===== config.mk =====
export PLATFORM = sky130hd
export DESIGN_NAME = hs_receiver
export DESIGN_NICKNAME = d
export VERILOG_FILES = /design/src/rtl/hs_receiver.sv
export SDC_FILE = /design/constraint.sdc
export NUM_CORES = 1
export LEC_CHECK = 0
export CORE_ASPECT_RATIO = 0.7
export CORE_MARGIN = 1
export CORE_UTILIZATION = 40
export CTS_CLUSTER_DIAMETER = 80
export DETAILED_ROUTE_END_ITERATION = 10
export MAX_ROUTING_LAYER = met4
export PLACE_DENSITY_LB_ADDON = 0.2
export SLEW_MARGIN = 20
export SYNTH_ARGS = -nofsm -noshare
export SYNTH_HDL_FRONTEND = slang
export SYNTH_SLANG_ARGS = --single-unit

===== constraint.sdc =====
create_clock -name clk -period 4.7 [get_ports clk]
set_input_delay 0.47 -clock clk [delete_from_list [all_inputs] [get_ports clk]]
set_output_delay 0.47 -clock clk [all_outputs]
set_load 0.02 [all_outputs]

===== src/rtl/hs_receiver.sv =====
// hs_receiver: receiving side of an 8-bit four-phase req/ack handshake.
//
// Synchronises the asynchronous `req`, captures the bundled `data` into a
// local FIFO once per handshake, and answers with a registered `ack`. While
// the FIFO is full a new request is not accepted; this throttles the sender.
// A consumer drains the FIFO through a first-word-fall-through pop port.
//
// Optional feature (macro HS_RECEIVER_SEQ_CHECK_EN): when defined, every
// stored byte must equal the previous stored byte + 1 (mod 256). A mismatch
// sets the sticky `seq_err`. When the macro is undefined, `seq_err` is tied
// low and no compare logic is built.
//
// Ports:
//   clk       in   system clock, rising edge
//   reset     in   asynchronous active-high reset
//   req       in   request from sender (asynchronous to clk)
//   data      in   8-bit sender data, stable while req=1
//   ack       out  registered acknowledge to sender
//   rd_en     in   consumer pop, ignored while empty
//   dout      out  FIFO head, valid while empty=0
//   empty     out  FIFO empty
//   full      out  FIFO full
//   count     out  FIFO occupancy (AW+1 bits)
//   rx_total  out  bytes accepted since reset, wraps at 16 bits
//   seq_err   out  sticky sequence error (optional feature)

module hs_receiver #(
  parameter int DEPTH       = 4,
  parameter int SYNC_STAGES = 2,
  parameter int AW          = 2
) (
  input  logic          clk,
  input  logic          reset,
  input  logic          req,
  input  logic [7:0]    data,
  output logic          ack,
  input  logic          rd_en,
  output logic [7:0]    dout,
  output logic          empty,
  output logic          full,
  output logic [AW:0]   count,
  output logic [15:0]   rx_total,
  output logic          seq_err
);

  typedef enum logic [1:0] {
    WAIT_REQ = 2'd0,
    STORE    = 2'd1,
    ACK_HI   = 2'd2
  } state_t;

  localparam logic [AW:0] FULL_COUNT = (AW+1)'(DEPTH);

  state_t                 state_r;
  state_t                 state_next_s;
  logic [SYNC_STAGES-1:0] sync_r;
  logic                   req_s;
  logic                   ack_r;
  logic [7:0]             mem_r [DEPTH];
  logic [AW-1:0]          wr_ptr_r;
  logic [AW-1:0]          rd_ptr_r;
  logic [AW:0]            count_r;
  logic [15:0]            rx_total_r;
  logic                   wr_s;
  logic                   rd_s;
  logic                   empty_s;
  logic                   full_s;

  assign req_s   = sync_r[SYNC_STAGES-1];
  assign empty_s = (count_r == {(AW+1){1'b0}});
  assign full_s  = (count_r == FULL_COUNT);
  // The write happens on the edge that leaves STORE; entry to STORE is gated
  // by full, so a write into a full FIFO cannot occur.
  assign wr_s    = (state_r == STORE);
  assign rd_s    = rd_en && !empty_s;

  assign ack      = ack_r;
  assign dout     = mem_r[rd_ptr_r];
  assign empty    = empty_s;
  assign full     = full_s;
  assign count    = count_r;
  assign rx_total = rx_total_r;

  // Multi-flop synchroniser for the asynchronous request.
  always_ff @(posedge clk or posedge reset) begin
    if (reset) begin
      sync_r <= {SYNC_STAGES{1'b0}};
    end else begin
      sync_r <= {sync_r[SYNC_STAGES-2:0], req};
    end
  end

  // Handshake FSM state register.
  always_ff @(posedge clk or posedge reset) begin
    if (reset) begin
      state_r <= WAIT_REQ;
    end else begin
      state_r <= state_next_s;
    end
  end

  // Handshake FSM next-state logic.
  always_comb begin
    state_next_s = state_r;
    case (state_r)
      WAIT_REQ: begin
        // A request seen while full is left pending: no capture, no ack.
        if (req_s && !full_s) begin
          state_next_s = STORE;
        end else begin
          state_next_s = WAIT_REQ;
        end
      end
      STORE: begin
        // Always completes the cycle, even if req already dropped.
        state_next_s = ACK_HI;
      end
      ACK_HI: begin
        if (req_s) begin
          state_next_s = ACK_HI;
        end else begin
          state_next_s = WAIT_REQ;
        end
      end
      default: begin
        state_next_s = WAIT_REQ;
      end
    endcase
  end

  // Registered acknowledge, high exactly while the FSM sits in ACK_HI.
  always_ff @(posedge clk or posedge reset) begin
    if (reset) begin
      ack_r <= 1'b0;
    end else begin
      ack_r <= (state_next_s == ACK_HI);
    end
  end

  // FIFO pointers and occupancy; simultaneous write and pop leave count as is.
  always_ff @(posedge clk or posedge reset) begin
    if (reset) begin
      wr_ptr_r <= {AW{1'b0}};
      rd_ptr_r <= {AW{1'b0}};
      count_r  <= {(AW+1){1'b0}};
    end else begin
      if (wr_s) begin
        wr_ptr_r <= wr_ptr_r + AW'(1);
      end
      if (rd_s) begin
        rd_ptr_r <= rd_ptr_r + AW'(1);
      end
      case ({wr_s, rd_s})
        2'b10:   count_r <= count_r + (AW+1)'(1);
        2'b01:   count_r <= count_r - (AW+1)'(1);
        default: count_r <= count_r;
      endcase
    end
  end

  // FIFO storage; cleared on reset so the head reads zero afterwards.
  always_ff @(posedge clk or posedge reset) begin
    if (reset) begin
      for (int i = 0; i < DEPTH; i++) begin
        mem_r[i] <= 8'h00;
      end
    end else if (wr_s) begin
      mem_r[wr_ptr_r] <= data;
    end
  end

  // Count of accepted bytes, wrapping naturally at 16 bits.
  always_ff @(posedge clk or posedge reset) begin
    if (reset) begin
      rx_total_r <= 16'h0000;
    end else if (wr_s) begin
      rx_total_r <= rx_total_r + 16'h0001;
    end
  end

`ifdef HS_RECEIVER_SEQ_CHECK_EN
  logic [7:0] last_r;
  logic       seeded_r;
  logic       seq_err_r;

  assign seq_err = seq_err_r;

  // Sequence checker: the first byte only seeds the reference value.
  always_ff @(posedge clk or posedge reset) begin
    if (reset) begin
      last_r    <= 8'h00;
      seeded_r  <= 1'b0;
      seq_err_r <= 1'b0;
    end else if (wr_s) begin
      last_r   <= data;
      seeded_r <= 1'b1;
      if (seeded_r && (data != (last_r + 8'h01))) begin
        seq_err_r <= 1'b1;
      end
    end
  end
`else
  assign seq_err = 1'b0;
`endif

endmodule


==> impl_metrics.toml, run 1 <==
[route]
drtIter0Drc = 40
wire_per_inst_um = 14.5
top_layer_used = "met4"
wl_met1_mm = 2.40
wl_met2_mm = 2.09
vias = 1568
route.met3.wl_um = 199
drtAntennaViolNets = 0
via_per_inst = 4.78
routed_wl_mm = 4.74
drc_errors = 0
dr.pass1.iters = 4

[logic_synthesis]
synth_area_leaders = "dfrtp_1 56%, mux2_2 13%, mux4_2 6.7%, xnor2_1 4.3%, ha_1 2.8%"
yosysUniqueCellTypes = 33
ys_seq_elements = 60
syn_area_um2 = 2680
syn_nets = 205
ys.flop_type = "dfrtp_1"
ys_seq_area_share_pct = 56.1
synth_edf_count = 0
yosysWarnings = 0
syn_area_per_cell_um2 = 14.4
synth_top_area_share_pct = 56.1
yosysTopAreaCell = "dfrtp_1"
synth_cells = 186
async_flop_share_pct = 100

[sta]
max_clock_freq_ghz = 0.375
layout_min_cycle_time_ns = 2.67
slew_headroom_pct = 49.8
rsz0062_at_grt = "false"
drv_slew = 0
tightest_slew_ns = 0.753
setup_tns_ns = 0
setup_viol = 0
fin_skew_ns = 0.00978
finalHoldViolations = 0
finalCritPeriodShare_pct = 56.7

[outcome]
status = "complete, no violations"

[grt]
groute.usage.overall_pct = 16.3
grt_pass1_wl_mm = 8.07
gr-total-overflow = 0
grt_antenna_before_repair = 0
grt_max_degree = 61
grt_pass1_vias = 1593

[setup_path]
start_kind = "register"
regToRegSetupSlack_ns = 2.61
arrival_ns = 2.20
required_ns = 4.23
rr_worst_depth = 6
cp-end-kind = "output pin"
rr_startpoint = "state_r[1]"
path_max_fanout = 10
worst-setup-path-type = "reg -> out"
worst_r2r_endpoint = "count[1]"
setup.worst_path.start = "rd_ptr_r[0]"

[clock_network]
cts_buffers = 9
root_buffer = "clkbuf_8"
cts.htree.levels = 3
cts_resized = 0
cts_tree = "done"
clk_pin_slew_ns = 0.07
cts.path.max_buffers = 2
postCtsSetupRepairBufs = 0
ctsHoldBuffers = 0
cts.sinks = 60
clk_latency_ns = 0.33

[placement]
placed_cells = 314
gp_congestion = 0.718
placed_cell_area_um2 = 3170
port_buffers = 41
post-dp-hpwl_mm = 3.20

[layout]
multi_input_area_um2 = 1110
area_growth_pct = 25.7
postLayoutCellArea_um2 = 3360
antenna_cells = 0
stdcell_count = 328
layout-drive-gt1-share_pct = 27.4
regArea_um2 = 1500
final.fill_count = 550
fin_nets = 253

[floorplanning]
die_w_um = 99.7
dieArea_um2 = 7020
die_h_um = 70.4
row_count = 24
ios = 43
coreArea_um2 = 6340
start_util_pct = 42.2

[power]
powerDensity_nw_per_um2 = 673
p_leak_nw = 1.47
vdd.ir_drop.worst_mv = 0.334

[worst_hold_path]
hold_end = "sync_r[1]"
hold_depth = 0
hold_path_class = "reg -> reg"
worst_hold_startpoint = "sync_r[0]"

[run]
maxCapViolCount = 0
-- synthesized netlist by cell type (all sizes together) (2+ instances only) --
library cell,count
dfrtp,60
nand4,7
mux2,32
inv,8
nand2,18
and3,2
xnor2,13
nor2b,2
mux4,8
nor2,4
nand3,2
ha,6
nor3,3
buf,5
xor2,8
-- critical path, cell delays in order (launching register included) --
cell	delay, ns
dfrtp_1	0.72
mux4_2	0.59
clkdlybuf4s50_1	0.55
-- cell families (layout without fill, tap and decap cells) --
kind of cell | after synthesis | after routing | share of synthesized area (%)
AO/OA/AOI/OAI | 1 | 1 | 0.187
XOR/XNOR | 21 | 21 | 7.16
other | 1 | 1 | 0.140
adder cells (fa/ha/maj) | 7 | 7 | 3.55
AND/OR/NAND/NOR | 42 | 42 | 9.73
buffers and inverters | 13 | 64 | 2.53
flip-flops | 60 | 60 | 56.1
multiplexers | 41 | 41 | 20.6
-- layer usage --
layer  GRT usage (%)  vias to the layer above
li1                -                      741
met1            22.2                      792
met2            21.3                       29
met3            6.61                        6
met4            6.86                        0
met5               -                        -
-- state kept, by name, indices dropped and copies added, names as in the netlist --
register	flops
mem_r	32
count	3
rx_total	16
rd_ptr_r	2
sync_r	2
state_r	2
ack	1
wr_ptr_r	2
-- power breakdown --
group          total (mW)  switching (mW)  internal [mW]
Combinational       0.914           0.393          0.521
Sequential          0.902           0.176          0.726
Clock               0.448           0.181          0.267
Total                2.26           0.750           1.51
-- placed cells by master, fill, tap and decap left out, drive strengths merged --
master,synthesis,layout
nor2,4,4
xnor2,13,13
nand2,18,18
clkdlybuf4s50,0,41
nor4b,1,1
buf,5,1
dfrtp,60,60
ha,6,6
mux2,32,32
o21ai,1,1
fa,1,1
clkbuf,0,12
conb,1,1
nor2b,2,2
nand4,7,7
nor4,1,1
mux4,8,8
clkinv,0,1
and4,1,1
xor2,8,8
mux2i,1,1
nand3b,1,1
bufinv,0,1
inv,8,8
and3,2,2
nand3,2,2
nor3,3,3
-- layout make-up --
class	count	share of cell area [%]
Timing Repair Buffer	42	12.4
Tap cell	91	3.39
Inverter	8	0.968
Multi-Input combinational cell	113	32.9
Clock buffer	12	4.61
Clock inverter	2	1.04
Sequential cell	60	44.7
-- stage by stage --
stage                     total power, mW  worst slack, ns  hold WS, ns  utilization, %
final                                2.26             2.03        0.369            53.1
after global routing                 2.42             1.85        0.376            53.1
after CTS                            2.29             1.97        0.364            53.1
after detailed placement             1.83             2.33        0.350            50.1
after global placement               1.81             2.34        0.335            50.1
after floorplan                      1.50             2.53        0.331               -
-- how the worst max path moves through the flow --
stage / endpoint / slack [ns] / depth (start not counted)
finish: dout[5] / 2.03 / 2
global route: dout[5] / 1.85 / 2
CTS: dout[5] / 1.97 / 2
detailed placement: count[2] / 2.33 / 8
global placement: dout[0] / 2.34 / 2
floorplan: count[2] / 2.53 / 8
Power figures use the tool's default switching activity.
==> inputs of run 2 (changes only) <==
==> constraint.sdc (replaced) <==
create_clock -name clk -period 2.3 [get_ports clk]
set_input_delay 0.23 -clock clk [delete_from_list [all_inputs] [get_ports clk]]
set_output_delay 0.23 -clock clk [all_outputs]
set_load 0.02 [all_outputs]
==> run 2 against run 1 <==
  * Total power rose by 100%
  * Global-route usage rose by 0.11 points
  * Clock skew fell by 0.0040 ns
  * Register-to-register slack got worse by 2.1 ns
  * Final area rose by 1.0%
  * Routed wire length barely moved
  * Cell count rose by 0.91%
==> impl_metrics.toml, run 2 (synthesized netlist as in run 1, its figures left out) <==
[sta]
setup_viol = 0
max_clock_freq_ghz = 0.454
fin_skew_ns = 0.00577
layout_min_cycle_time_ns = 2.20
drv_slew = 0
finalHoldViolations = 0
setup_tns_ns = 0
finalCritPeriodShare_pct = 95.7
whs_ns = 0.200
rsz0062_at_grt = "false"

[clock_network]
cts_resized = 1
cts.sinks = 60
cts.path.max_buffers = 2
cts_tree = "done"
postCtsSetupRepairBufs = 0
cts.htree.levels = 3
ctsHoldBuffers = 0
root_buffer = "clkbuf_8"
clk_latency_ns = 0.33
clk_pin_slew_ns = 0.06
cts_buffers = 9

[power]
powerDensity_nw_per_um2 = 1360
power_frac_seq_pct = 38.8
vdd.ir_drop.worst_mv = 0.621
power_switching_mw = 1.54
clkPwrFrac_pct = 18.4
combPwrFrac_pct = 42.8
p_leak_nw = 1.49
p_int_mw = 3.07
switching_share_pct = 33.4

[grt]
grt_antenna_before_repair = 0
grt_pass1_wl_mm = 8.19
groute.usage.overall_pct = 16.4
gr-total-overflow = 0
grt_max_degree = 44
grt_pass1_vias = 1607

[setup_path]
path_max_fanout = 7
worst-setup-path-type = "reg -> out"
required_ns = 2.07
cp-end-kind = "output pin"
arrival_ns = 1.97
start_kind = "register"

[worst_hold_path]
hold_path_class = "in -> async"

[layout]
final_cell_mix = "59 x dfrtp_1, 41 x clkdlybuf4s50_1, 32 x mux2_2, 16 x nand2_1, 13 x xnor2_1"
fin_nets = 256
postLayoutCellArea_um2 = 3400
final.fill_count = 553
largest_reg_flops = 32
largest_register = "mem_r"
antenna_cells = 0
layout-drive-gt1-share_pct = 29.2
final_common_cell = "dfrtp_1"
regArea_um2 = 1500
multi_input_area_um2 = 1110
finalCoreUtilization_pct = 53.6
area_growth_pct = 26.9

[floorplanning]
die_w_um = 99.7
start_util_pct = 42.2
die_h_um = 70.4
coreArea_um2 = 6340
row_count = 24
ios = 43
dieArea_um2 = 7020

[route]
wire_per_inst_um = 14.3
dr.pass1.iters = 4
drc_errors = 0
drtAntennaViolNets = 0
via_per_inst = 4.76
vias = 1577
routed_wl_mm = 4.75
drtIter0Drc = 49

[outcome]
status = "complete, no violations"

[placement]
gp_congestion = 0.719
port_buffers = 41
placed_cell_area_um2 = 3220
post-dp-hpwl_mm = 3.29

[run]
maxCapViolCount = 0
[run 2: stage by stage]
stage	std cells	setup slack (ns)	power [mW]
detailed placement	317	0.301	3.80
global route	331	0.0345	4.91
finish	331	0.0988	4.61
global placement	317	0.364	3.76
CTS	331	0.0628	4.67
floorplan	186	0.129	3.06
[run 2: final cells by class]
cell class | instances | share of cell area (%)
timing repair buffer | 45 | 13.7
inverter | 8 | 0.958
multi-input combinational | 113 | 32.6
tap | 91 | 3.35
clock inverter | 2 | 0.295
sequential | 60 | 44.3
clock buffer | 12 | 4.86
[run 2: final timing paths]
path,slack (ns),end,cells after the start,start
min reg2reg,0.36,sync_r[1],0,sync_r[0]
max,0.1,dout[7],3,rd_ptr_r[0]
max reg2reg,0.50,count[2],8,count[0]
min in group clk,0.34,sync_r[0],1,req
min,0.20,rx_total[8],2,reset
max in group asynchronous,1.53,rx_total[12],3,reset
[run 2: power groups by stage]
stage                     clock [mW]  sequential [mW]  combinational [mW]
final                          0.847             1.79                1.97
after global routing           0.926             1.86                2.12
after CTS                      0.873             1.80                2.00
after detailed placement           0             1.81                1.99
after global placement             0             1.80                1.96
after floorplan                    0             1.78                1.28
[run 2: worst max-delay path, stage by stage, from the launching register on]
cell and delay [ns]:
dfrtp_2 0.43, buf_12 0.15, mux4_2 0.50, clkdlybuf4s50_1 0.55
[run 2: metal layers]
| metal | global-route usage [%] | vias to the layer above | part of all wire (%) |
|---|---|---|---|
| met3 | 5.81 | 6 | 5.1 |
| li1 | - | 750 | - |
| met4 | 5.88 | 0 | 1.1 |
| met5 | - | - | 0 |
| met2 | 21.9 | 31 | 44 |
| met1 | 22.8 | 790 | 50 |
